**src/rtl/fifo_pkg.sv**
```systemverilog
// -----------------------------------------------------------------------------
// fifo_pkg
// Shared constants, types and helpers for the synchronous FIFO.
//   DEF_DATA_W / DEF_DEPTH : default word width and entry count
//   addr_w()               : pointer width for a given depth
//   op_e                   : accepted-operation encoding {write, read}
// -----------------------------------------------------------------------------
package fifo_pkg;

  localparam int DEF_DATA_W = 8;
  localparam int DEF_DEPTH  = 8;

  // Pointer width; count is one bit wider so it can represent DEPTH itself.
  function automatic int addr_w(input int depth);
    return $clog2(depth);
  endfunction

  // Bit order matches the concatenation {wr_ok, rd_ok}.
  typedef enum logic [1:0] {
    OP_IDLE = 2'b00,
    OP_POP  = 2'b01,
    OP_PUSH = 2'b10,
    OP_BOTH = 2'b11
  } op_e;

endpackage : fifo_pkg

```
**src/rtl/fifo_if.sv**
```systemverilog
// -----------------------------------------------------------------------------
// fifo_if
// Producer/consumer bundle for the FIFO.
//   wr_en, wr_data        : push request and word (master -> slave)
//   rd_en                 : pop request           (master -> slave)
//   rd_data, rd_valid     : registered pop result (slave -> master)
//   count                 : occupancy 0..DEPTH
//   full, empty           : boundary flags
//   almost_full/_empty    : threshold flags
//   overflow, underflow   : sticky rejection flags
// The master modport is the user side, the slave modport is the FIFO.
// -----------------------------------------------------------------------------
interface fifo_if
  import fifo_pkg::*;
#(
  parameter int DATA_W = DEF_DATA_W,
  parameter int DEPTH  = DEF_DEPTH
);

  logic                       wr_en;
  logic [DATA_W-1:0]          wr_data;
  logic                       rd_en;
  logic [DATA_W-1:0]          rd_data;
  logic                       rd_valid;
  logic [addr_w(DEPTH):0]     count;
  logic                       full;
  logic                       empty;
  logic                       almost_full;
  logic                       almost_empty;
  logic                       overflow;
  logic                       underflow;

  modport master (
    output wr_en, wr_data, rd_en,
    input  rd_data, rd_valid, count, full, empty,
           almost_full, almost_empty, overflow, underflow
  );

  modport slave (
    input  wr_en, wr_data, rd_en,
    output rd_data, rd_valid, count, full, empty,
           almost_full, almost_empty, overflow, underflow
  );

endinterface : fifo_if

```
**src/rtl/fifo_mem.sv**
```systemverilog
// -----------------------------------------------------------------------------
// fifo_mem
// Simple dual-port storage array: synchronous write, synchronous registered
// read. rdata holds its value on cycles without re.
//   clock : rising-edge clock
//   we    : write enable, waddr/wdata written at the edge
//   re    : read enable, mem[raddr] captured into rdata at the edge
// A read and write to the same address in one cycle returns the old word.
// -----------------------------------------------------------------------------
module fifo_mem
  import fifo_pkg::*;
#(
  parameter int DATA_W = DEF_DATA_W,
  parameter int DEPTH  = DEF_DEPTH,
  localparam int ADDR_W = addr_w(DEPTH)
) (
  input  logic              clock,
  input  logic              we,
  input  logic [ADDR_W-1:0] waddr,
  input  logic [DATA_W-1:0] wdata,
  input  logic              re,
  input  logic [ADDR_W-1:0] raddr,
  output logic [DATA_W-1:0] rdata
);

  logic [DATA_W-1:0] mem_q [DEPTH];

  // NOTE: the array has no reset so it maps onto RAM; stale words are never
  // observable because the pointers and count are reset instead.
  // NOTE: non-blocking assignments here give read-old-data on a same-address
  // collision and keep the ordering between flops race-free.
  always_ff @(posedge clock) begin
    if (we) begin
      mem_q[waddr] <= wdata;
    end
    if (re) begin
      rdata <= mem_q[raddr];
    end
  end

endmodule : fifo_mem

```
**src/rtl/fifo.sv**
```systemverilog
// -----------------------------------------------------------------------------
// fifo
// Single-clock first-in-first-out buffer with registered read port,
// occupancy count, almost-full/almost-empty thresholds and sticky errors.
//   clock : rising-edge clock
//   reset : synchronous, active-high; overrides wr_en/rd_en
//   bus   : fifo_if.slave (handshake, data, count, flags, errors)
// A full FIFO accepts a simultaneous read and write; an empty FIFO accepts
// only the write of such a pair (reads never bypass the memory).
// -----------------------------------------------------------------------------
module fifo
  import fifo_pkg::*;
#(
  parameter int DATA_W   = DEF_DATA_W,
  parameter int DEPTH    = DEF_DEPTH,
  parameter int AF_LEVEL = DEPTH - 2,
  parameter int AE_LEVEL = 2
) (
  input  logic   clock,
  input  logic   reset,
  fifo_if.slave  bus
);

  localparam int ADDR_W = addr_w(DEPTH);
  localparam int CNT_W  = ADDR_W + 1;

  if ((DEPTH < 2) || ((DEPTH & (DEPTH - 1)) != 0)) begin : g_bad_depth
    $error("fifo: DEPTH must be a power of two and at least 2");
  end
  if (!((AE_LEVEL < AF_LEVEL) && (AF_LEVEL <= DEPTH))) begin : g_bad_levels
    $error("fifo: thresholds must satisfy AE_LEVEL < AF_LEVEL <= DEPTH");
  end

  logic [ADDR_W-1:0] wr_ptr_q, wr_ptr_d;
  logic [ADDR_W-1:0] rd_ptr_q, rd_ptr_d;
  logic [CNT_W-1:0]  count_q, count_d;
  logic              rd_valid_q, rd_valid_d;
  logic              rd_seen_q, rd_seen_d;
  logic              overflow_q, overflow_d;
  logic              underflow_q, underflow_d;

  logic              full, empty;
  logic              wr_ok, rd_ok;
  op_e               op;
  logic [DATA_W-1:0] mem_rdata;

  // Flags decode registered count only, so they never follow the inputs.
  assign full  = (count_q == CNT_W'(DEPTH));
  assign empty = (count_q == '0);

  assign wr_ok = bus.wr_en & (~full | bus.rd_en);
  assign rd_ok = bus.rd_en & ~empty;
  assign op    = op_e'({wr_ok, rd_ok});

  // NOTE: every always_comb output gets its default first, so no path can
  // leave a variable unassigned and infer a latch.
  always_comb begin
    wr_ptr_d    = wr_ptr_q;
    rd_ptr_d    = rd_ptr_q;
    count_d     = count_q;
    rd_valid_d  = 1'b0;
    rd_seen_d   = rd_seen_q;
    overflow_d  = overflow_q  | (bus.wr_en & ~wr_ok);
    underflow_d = underflow_q | (bus.rd_en & ~rd_ok);

    if (wr_ok) begin
      wr_ptr_d = wr_ptr_q + ADDR_W'(1);
    end
    if (rd_ok) begin
      rd_ptr_d   = rd_ptr_q + ADDR_W'(1);
      rd_valid_d = 1'b1;
      rd_seen_d  = 1'b1;
    end

    unique case (op)
      OP_PUSH: count_d = count_q + CNT_W'(1);
      OP_POP:  count_d = count_q - CNT_W'(1);
      default: count_d = count_q;
    endcase
  end

  always_ff @(posedge clock) begin
    if (reset) begin
      wr_ptr_q    <= '0;
      rd_ptr_q    <= '0;
      count_q     <= '0;
      rd_valid_q  <= 1'b0;
      rd_seen_q   <= 1'b0;
      overflow_q  <= 1'b0;
      underflow_q <= 1'b0;
    end else begin
      wr_ptr_q    <= wr_ptr_d;
      rd_ptr_q    <= rd_ptr_d;
      count_q     <= count_d;
      rd_valid_q  <= rd_valid_d;
      rd_seen_q   <= rd_seen_d;
      overflow_q  <= overflow_d;
      underflow_q <= underflow_d;
    end
  end

  // Enables are gated by reset so a reset cycle leaves the array untouched.
  fifo_mem #(
    .DATA_W (DATA_W),
    .DEPTH  (DEPTH)
  ) u_mem (
    .clock (clock),
    .we    (wr_ok & ~reset),
    .waddr (wr_ptr_q),
    .wdata (bus.wr_data),
    .re    (rd_ok & ~reset),
    .raddr (rd_ptr_q),
    .rdata (mem_rdata)
  );

  // The array's read register cannot be reset, so rd_data shows zero until
  // the first pop after reset; rd_seen_q is a flop, so this stays glitch-free.
  assign bus.rd_data      = rd_seen_q ? mem_rdata : '0;
  assign bus.rd_valid     = rd_valid_q;
  assign bus.count        = count_q;
  assign bus.full         = full;
  assign bus.empty        = empty;
  assign bus.almost_full  = (count_q >= CNT_W'(AF_LEVEL));
  assign bus.almost_empty = (count_q <= CNT_W'(AE_LEVEL));
  assign bus.overflow     = overflow_q;
  assign bus.underflow    = underflow_q;

endmodule : fifo
```
**src/flat_wrapper.sv**
```systemverilog
// flat-port wrapper written by rule: the top's interface ports become plain ports
module fifo_flat import fifo_pkg::*;
#(
  parameter int DATA_W   = DEF_DATA_W,
  parameter int DEPTH    = DEF_DEPTH,
  parameter int AF_LEVEL = DEPTH - 2,
  parameter int AE_LEVEL = 2
)
  (clock, reset, bus_wr_en, bus_wr_data, bus_rd_en, bus_rd_data, bus_rd_valid, bus_count, bus_full, bus_empty, bus_almost_full, bus_almost_empty, bus_overflow, bus_underflow);
  fifo_if #(.DATA_W(DATA_W), .DEPTH(DEPTH)) bus_i ();
  input  logic clock;
  input  logic reset;
  input wire logic [$bits(bus_i.wr_en)-1:0] bus_wr_en;
  input wire logic [$bits(bus_i.wr_data)-1:0] bus_wr_data;
  input wire logic [$bits(bus_i.rd_en)-1:0] bus_rd_en;
  output wire logic [$bits(bus_i.rd_data)-1:0] bus_rd_data;
  output wire logic [$bits(bus_i.rd_valid)-1:0] bus_rd_valid;
  output wire logic [$bits(bus_i.count)-1:0] bus_count;
  output wire logic [$bits(bus_i.full)-1:0] bus_full;
  output wire logic [$bits(bus_i.empty)-1:0] bus_empty;
  output wire logic [$bits(bus_i.almost_full)-1:0] bus_almost_full;
  output wire logic [$bits(bus_i.almost_empty)-1:0] bus_almost_empty;
  output wire logic [$bits(bus_i.overflow)-1:0] bus_overflow;
  output wire logic [$bits(bus_i.underflow)-1:0] bus_underflow;
  assign bus_i.wr_en = bus_wr_en;
  assign bus_i.wr_data = bus_wr_data;
  assign bus_i.rd_en = bus_rd_en;
  assign bus_rd_data = bus_i.rd_data;
  assign bus_rd_valid = bus_i.rd_valid;
  assign bus_count = bus_i.count;
  assign bus_full = bus_i.full;
  assign bus_empty = bus_i.empty;
  assign bus_almost_full = bus_i.almost_full;
  assign bus_almost_empty = bus_i.almost_empty;
  assign bus_overflow = bus_i.overflow;
  assign bus_underflow = bus_i.underflow;
  fifo #(.DATA_W(DATA_W), .DEPTH(DEPTH), .AF_LEVEL(AF_LEVEL), .AE_LEVEL(AE_LEVEL)) u_core (.clock(clock), .reset(reset), .bus(bus_i));
endmodule
```
**config.mk**
```make
export PLATFORM = sky130hd
export DESIGN_NAME = fifo_flat
export DESIGN_NICKNAME = d
export VERILOG_FILES = /design/src/rtl/fifo_pkg.sv /design/src/rtl/fifo_if.sv /design/src/rtl/fifo_mem.sv /design/src/rtl/fifo.sv /design/src/flat_wrapper.sv
export SDC_FILE = /design/constraint.sdc
export NUM_CORES = 1
export LEC_CHECK = 0
export BUFFER_PORTS_ARGS = -buffer_cell sky130_fd_sc_hd__buf_2
export CAP_MARGIN = 10
export CORE_MARGIN = 1.5
export CORE_UTILIZATION = 45
export DETAILED_ROUTE_END_ITERATION = 12
export GPL_ROUTABILITY_DRIVEN = 0
export HOLD_SLACK_MARGIN = 0.12
export PLACE_DENSITY = 0.6
export RECOVER_POWER = 50
export SETUP_SLACK_MARGIN = 0.5
export SYNTH_ARGS = -nofsm -noshare
export SYNTH_HDL_FRONTEND = slang
export SYNTH_SLANG_ARGS = --single-unit
```
**constraint.sdc**
```tcl
create_clock -name clock -period 6.5 [get_ports clock]
set_input_delay 0 -clock clock [delete_from_list [all_inputs] [get_ports clock]]
set_output_delay 0 -clock clock [all_outputs]
set_load 0.05 [all_outputs]
```
# == Word level (Yosys, flattened, before mapping) ==
# Memory sizes are Yosys's and may differ from the RTL's. A register that Yosys moved wholly into a read port is not among the register bits.
# Cells that the tools add are included.
# word_totals
ramBits,64
out_inout_bits,19
n_memories,1
regBits,14
word_cells,38
# memory_table
name,depth,width,rd,rd_clocked_by_memory_dff,wr,line_no,source
u_core.u_mem.mem_q,8,8,1,1,1,fifo_mem.sv:26,logic [DATA_W-1:0] mem_q [DEPTH];
# op_classes
add_sub_neg,4
order_cmp,2
bitwise,14
mux,5
n_reduce_logical,2
n_eq_ne,3
# op_table
operator,count
$mux 8,1
$pmux 4 s2,1
$add 3x1->3 const B,2
$and 1x1->1,6
$not 1->1,5
$add 4x1->4 const B,1
$eq 4x4->1 const B,1
$ge 4x3->1 const B,1
$le 4x2->1 const B,1
$logic_not 4->1,1
$sub 4x1->4 const B,1
$mux 1,3
$or 1x1->1,3
$eq 2x1->1 const B,1
$eq 2x2->1 const B,1
$reduce_bool 2->1,1

# == Depth between registers and ports, before layout ==
# Gate-level depths: netlist of the first run.
# depth
word_depth,7
mapped_depth,10
ltp_nobuf,8

# == By module ==
# Synthesis of the first run repeated with hierarchy kept, for this count alone.
# hier_totals
hier_cells,194
hier_area_um2,3492.1
# modules_own_cells
module,n_inst,area_per_inst_um2,cells_per_inst
fifo_mem,1,2771.4,114
fifo,1,720.7,80

# == Worst setup path after synthesis of the first run ==
# OpenSTA, ideal clock, no wires.
# synth_timing
path_type,register -> register
startpoint,register u_core.count_q[1] (netlist: u_core.bus.count[1])
endpoint,register u_core.count_q[3] (netlist: u_core.bus.count[3])
required_time_ps,6379
stages_incl_launch_ff,5
slack_ps,3457
period_less_slack_ps,3043
arrival_time_ps,2923
path_cell_list,dfxtp_1 -> buf_6 -> nor4_1 -> a2bb2oi_1 -> mux2_2
# synth_between
elab_cells_between_ends,13
cone_classes,add/sub: 2; eq/ne: 3; mux: 1; bitwise: 5; reduce/logical: 2
# synth_rtl
item,line_no,source
start: declaration,fifo.sv:36,"logic [CNT_W-1:0] count_q, count_d;"
start signal: assignment,fifo.sv:94,count_q <= count_d;
$logic_not 4->1 (*),fifo.sv:49,assign empty = (count_q == '0);
via bus_empty,flat_wrapper.sv:20,output wire logic [$bits(bus_i.empty)-1:0] bus_empty;
$not 1->1 (*),fifo.sv:52,assign rd_ok = bus.rd_en & ~empty;
$and 1x1->1 (*),fifo.sv:52,
$eq 2x1->1 or $eq 2x2->1 (tied branches),fifo.sv:75,unique case (op)
$pmux 4 s2 or $reduce_bool 2->1 (tied branches),--,
# Mark *: on every way through the listed nets, which the timed path passes. The rest lies on a longest branch.
# A chain may end at the register's enable or synchronous reset.

# == Final worst setup path of the first run ==
# layout_timing
startpoint,register u_core.count_q[1] (netlist: u_core.bus.count[1])
endpoint,register u_core.count_q[2] (netlist: u_core.bus.count[2])
# layout_between
elab_chain_cells,6
elab_cells_between_ends,13
cone_classes,add/sub: 2; eq/ne: 3; mux: 1; bitwise: 5; reduce/logical: 2
# layout_lines
item,line_no,source
$eq 4x4->1,fifo.sv:48,assign full = (count_q == CNT_W'(DEPTH));
$not 1->1,fifo.sv:51,assign wr_ok = bus.wr_en & (~full | bus.rd_en);
$or 1x1->1,fifo.sv:51,
$and 1x1->1,fifo.sv:51,
$eq 2x1->1 or $eq 2x2->1 (tied branches),fifo.sv:75,
$pmux 4 s2 or $reduce_bool 2->1 (tied branches),--,
# Parallel ways exist; a longest one is shown, timed or not.

==> results.ini, run 1 <==
[outcome]
status=finished clean

[worst_setup_path]
cp_max_fo=11
arrival_ps=3730
regToRegSetupSlack_ps=3040
crit_type=reg -> reg
reg2regPathDepth=8
cp-end-kind=register
crit_path_start_kind=register
worstPathRequired_ps=6780

[grt]
grt_pass1_vias=1860
grt_usage_pct=16.5
grt_max_degree=20
gr-total-overflow=0
grt_first_pass_wirelength_mm=9.92
antenna_found_initial=0

[logic_synthesis]
ys.flop_type=edfxtp_1
synth_cell_type_count=36
synth.yosys.warnings=0
synth_top_area_cell=edfxtp_1
ys_ff_latch=86
synth_edf_count=72
syn_nets=216
synth-async-reset-ratio_pct=0
synth_cells=200
avgSynthCellArea_sq_um=17.4
synth_area_sq_um=3470
ys_top_cells_by_area=edfxtp_1 (62%), mux4_2 (10%), dfxtp_1 (8.1%)
yosys.area.top_type_share_pct=62.2
yosysSeqAreaShare_pct=70.3

[drt]
drt_wl_total_mm=6.35
wl_per_cell_um=18.1
dr.pass1.iters=4
vias=1875
drt_iter0_markers=98
drc_errors=0
ant_nets=0
vias_per_cell=5.33

[die]
core_sq_um=7370
start_util_pct=47.1
dieWidth_um=90.9
fp.dieH_um=90.9
pin_count=31
dieArea_sq_um=8260
fp-row-count=31

[finish]
fill_cells=616
layout-drive-gt1-share_pct=22.1
final_common_cell=edfxtp_1
layout-area-overhead-vs-synth_pct=17.3
antennaDiodeCount=0
nets=264
final_cell_mix=edfxtp_1 (72), clkbuf_1 (27), nor2_1 (17)

[clocking]
cts_htree_levels=3
clock-sinks=86
cts_tree=done
clk_pin_slew_ps=90
post-cts-setup-buffer-count=0
clock_path_buffers=2
cts-buffers-inserted=9
clk-insertion-delay-late_ps=350
root_buffer=clkbuf_8

[timing]
worst_slew_pin_slew_ps=1050
tns_ps=0
slew_viol_final=0
fin_crit_sh_pct=53.2
post-route-min-period_ps=3460
hold_viol=0
skew_ps=9.50
max_slew_margin_pct=29.0
fmax_mhz=289
setup_viol=0
rsz0062_at_grt=no

[pwr]
power_uw=1500
vdd_drop_max_mv=0.230
leakagePower_uw=0.00133
powerDensity_nw_per_um2=367

[worst_hold_path]
hold_path.class=in -> reg
min_path_cells=2

[job]
max_cap_viol_count=0

[placed_design]
portBuffers=30
hpwl_mm=3.90

cell usage after synthesis (all sizes together) (4+ instances only):
| master | n |
|---|---|
| clkbuf | 5 |
| edfxtp | 72 |
| dfxtp | 14 |
| ha | 4 |
| nor4 | 4 |
| mux4 | 16 |
| nor2 | 17 |
| and2 | 8 |
| nor3 | 4 |
| buf | 7 |
| nor2b | 4 |
| mux2 | 9 |
| xor2 | 5 |
power by group:
part / internal (uW) / switching (uW)
logic: 149 / 244
clock network: 220 / 188
registers: 641 / 53.8
total: 1010 / 486
layout make-up:
type	count	area, sq um	area share, %
multi-input combinational	100	985	24.2
tap	99	124	3.04
clock inverter	6	95.1	2.33
sequential	86	2440	59.9
clock buffer	10	128	3.13
inverter	2	7.51	0.184
timing repair buffer	49	295	7.24
logic make-up after synthesis:
| logic type | count (synthesis) | synth area share (%) |
|---|---|---|
| and+or+nand+nor | 49 | 7.63 |
| AOI/OAI and AO/OA | 13 | 2.88 |
| DFF | 86 | 70.3 |
| muxes | 28 | 14.2 |
| xor gates and xnor gates | 6 | 1.51 |
| buffers and inverters | 14 | 2.09 |
| adders and majority gates | 4 | 1.44 |
layer usage:
layer  GRT usage (%)  part of all wire [%]  wire, um
met5               0                     0         0
met1            20.9                    44      2820
met3            4.55                   3.3       209
met4            4.30                  0.55        35
met2            28.1                    52      3290
critical path, stage by stage, from the launching register on:
cell     delay [ps]
dfxtp_1         410
or4b_1          640
o21ai_0         860
ha_1            420
xor2_1          100
ha_1            210
o21a_1          200
or4_1           400
a21oi_1         150
sequential cells by signal, summed over array words and instances (netlist names), 3 cells and up:
signal              flops
u_core.rd_ptr_q         3
u_core.bus.count        4
u_core.u_mem.rdata      8
u_core.wr_ptr_q         3
u_core.u_mem.mem_q     64
what timing repair did:
item / 4_1_cts / 5_1_grt
hold buffers: 14 / 0
gates resized for setup: 0 / 0
hold endpoints to repair: 77 / 0
worst paths after layout:
kind                                          start                       end
worst max-delay path            u_core.bus.count[1]       u_core.bus.count[2]
worst min register to register  u_core.bus.count[2]       u_core.bus.count[2]
worst max register to register  u_core.bus.count[1]       u_core.bus.count[2]
worst min-delay path                 bus_wr_data[1]  u_core.u_mem.mem_q[5][1]
stage by stage:
stage	worst slack (ps)	hold WS, ps	std cells	area (sq um)	util [%]
3_5_place_dp	3770	276	322	3760	51.0
6_report	3040	547	352	4080	55.3
3_3_place_gp	3830	276	322	3760	51.0
5_1_grt	2840	559	352	4080	55.3
2_1_floorplan	3460	98.9	200	3470	-
4_1_cts	3750	428	352	4120	56.0
No activity file was read; power rests on OpenSTA's default activity.
==> run 2: changes to the inputs <==
PLACE_DENSITY = 0.62   (was 0.6)
clock period = 3.1 ns   (was 6.5 ns; I/O delays follow)
==> run 2 against run 1 <==
  * Via count is 2.2% lower
  * Non-clock buffer count is 4 higher
  * Wire length is 1.0% lower
  * Critical path depth is 2 lower
  * Sequential cell count stayed put
  * Total power is 110% higher
  * Final area is 1.2% higher
  * Critical endpoint is now u_core.bus.overflow
  * Largest power group unchanged
  * Highest routed layer unchanged
==> results.ini, run 2 (same netlist as run 1, synthesis figures left out) <==
[timing]
rsz0062_at_grt=no
fmax_mhz=390  ; +35%
holdWs_ps=539  ; -8.53 ps
tns_ps=0  ; unchanged
setup_viol=0  ; unchanged
post-route-min-period_ps=2570  ; -891 ps
hold_viol=0  ; unchanged
fin_ws_ps=535  ; -2510 ps
slew_viol_final=0  ; unchanged
skew_ps=7.88  ; -1.62 ps
max_slew_margin_pct=36.2  ; +7.2 points
fin_crit_sh_pct=82.8  ; +30 points
worst_slew_pin_slew_ps=955  ; -98.5 ps

[clocking]
clk-insertion-delay-late_ps=350  ; about the same
cts-buffers-inserted=9  ; unchanged
clk_pin_slew_ps=90  ; about the same
clock_path_buffers=2  ; unchanged
cts_htree_levels=3  ; unchanged
root_buffer=clkbuf_8
cts_tree=done
clock-sinks=86  ; unchanged

[grt]
grt_first_pass_wirelength_mm=9.87  ; -0.55%
grt_usage_pct=16.5  ; about the same
antenna_found_initial=0  ; unchanged
grt_pass1_vias=1869  ; +0.48%
grt_max_degree=20  ; unchanged
gr-total-overflow=0  ; unchanged

[worst_setup_path]
crit_path_start_kind=register
regToRegSetupSlack_ps=530  ; -2510 ps
slowest_delay_ps=690  ; -170 ps
crit_type=reg -> reg
cp_max_fo=9  ; -2
arrival_ps=2870  ; -860 ps
worstPathRequired_ps=3400  ; -3380 ps
slowest_stage=or4b_1
path_cells=or4b_1, nor2_1, a21oi_1, dlygate4sd3_1, nor2_1, dlygate4sd3_1
cp-end-kind=register

[placed_design]
portBuffers=30  ; unchanged
place_ws_ps=531  ; -3240 ps
placed_cells=325  ; +0.93%
hpwl_mm=3.60  ; -7.8%

[drt]
wl_per_cell_um=17.7  ; -2.1%
ant_nets=0  ; unchanged
met2_length_mm=3.16  ; -3.8%
dr.pass1.iters=4  ; unchanged
wl_met3_um=223  ; +6.7%
met1_length_mm=2.75  ; -2.5%
vias_per_cell=5.15  ; -3.3%
drt_iter0_markers=133  ; +36%
drt_wl_total_mm=6.29  ; -1.0%
drc_errors=0  ; unchanged
vias=1834  ; -2.2%
highest_layer=met4

[die]
fp.dieH_um=90.9  ; unchanged
dieWidth_um=90.9  ; unchanged
fp-row-count=31  ; unchanged
pin_count=31  ; unchanged
core_sq_um=7370  ; unchanged
dieArea_sq_um=8260  ; unchanged
start_util_pct=47.1  ; unchanged

[pwr]
power_uw=3170  ; +110%
leakagePower_uw=0.00135  ; +1.4%
powerDensity_nw_per_um2=769  ; +110%
vdd_drop_max_mv=0.315  ; +37%

[finish]
layout-area-overhead-vs-synth_pct=18.7
largest_reg_flops=64  ; unchanged
final_common_cell=edfxtp_1
antennaDiodeCount=0  ; unchanged
final_cell_mix=edfxtp_1 (72), clkbuf_1 (27), nor2_1 (17)
final_cells=356  ; +1.1%
top_register=u_core.u_mem.mem_q
layout-drive-gt1-share_pct=24.5  ; +2.4 points
nets=268  ; +1.5%

[worst_hold_path]
hold_path.class=reg -> reg

[outcome]
status=finished clean

[job]
max_cap_viol_count=0  ; unchanged

==> run 2: cell types whose count changed in the layout (fill, tap and decap cells not counted), moves of 2 or more <==
cell,change
dfxtp_1,-3
buf_4,+4
inv_6,+2
nor3_2,-3
nor3_1,+3
dfxtp_4,+2
ha_1,-2
==> run 2: final timing paths <==
path	cells past startpoint	to	from
max	6	u_core.bus.overflow	u_core.bus.count[0]
min reg2reg	2	u_core.bus.count[2]	u_core.bus.count[2]
max reg2reg	6	u_core.bus.overflow	u_core.bus.count[0]
min	2	u_core.bus.count[2]	u_core.bus.count[2]
==> run 2: cell type report <==
type,count,area [sq um]
flip-flops and latches,86,2450
clock inverters,6,92.6
clock buffers,10,128
fillers,610,3250
inverters,2,7.51
repair buffers,53,325
well taps,99,124
multi-input cells,100,996
==> run 2: through the flow <==
| stage | area, sq um | utilization [%] |
|---|---|---|
| after floorplan | 3510 | - |
| after global placement | 3800 | 51.6 |
| after detailed placement | 3800 | 51.6 |
| after CTS | 4160 | 56.5 |
| after global routing | 4120 | 56.0 |
| final | 4120 | 56.0 |
==> run 2: repair_timing <==
action | 4_1_cts | 5_1_grt
gates resized for setup | 0 | 0
endpoints found under the hold margin | 77 | 0
setup endpoints to repair | 0 | 1
hold buffers | 14 | 0
setup buffers | 0 | 1
==> run 2: layer usage <==
| metal | vias to the layer above | track usage (%) |
|---|---|---|
| met4 | 0 | 8.59 |
| met5 | - | 0 |
| met2 | 43 | 27.3 |
| met1 | 906 | 20.7 |
| li1 | 873 | - |
| met3 | 12 | 3.20 |
==> run 2: report_power, final <==
part	total (uW)	switching [uW]	internal, uW	leakage (uW)
combinational	866	537	329	0.000477
clock	864	404	460	0.000104
sequential	1440	92.3	1350	0.000768
total	3170	1030	2140	0.00135
==> run 2: worst max-delay path, delay by kind of cell, from the launching register on <==
family                 cells  cell delay (ps)
DFF                        1              400
AOI/OAI and AO/OA          1               90
and+or+nand+nor            3              920
buffers and inverters      2             1100
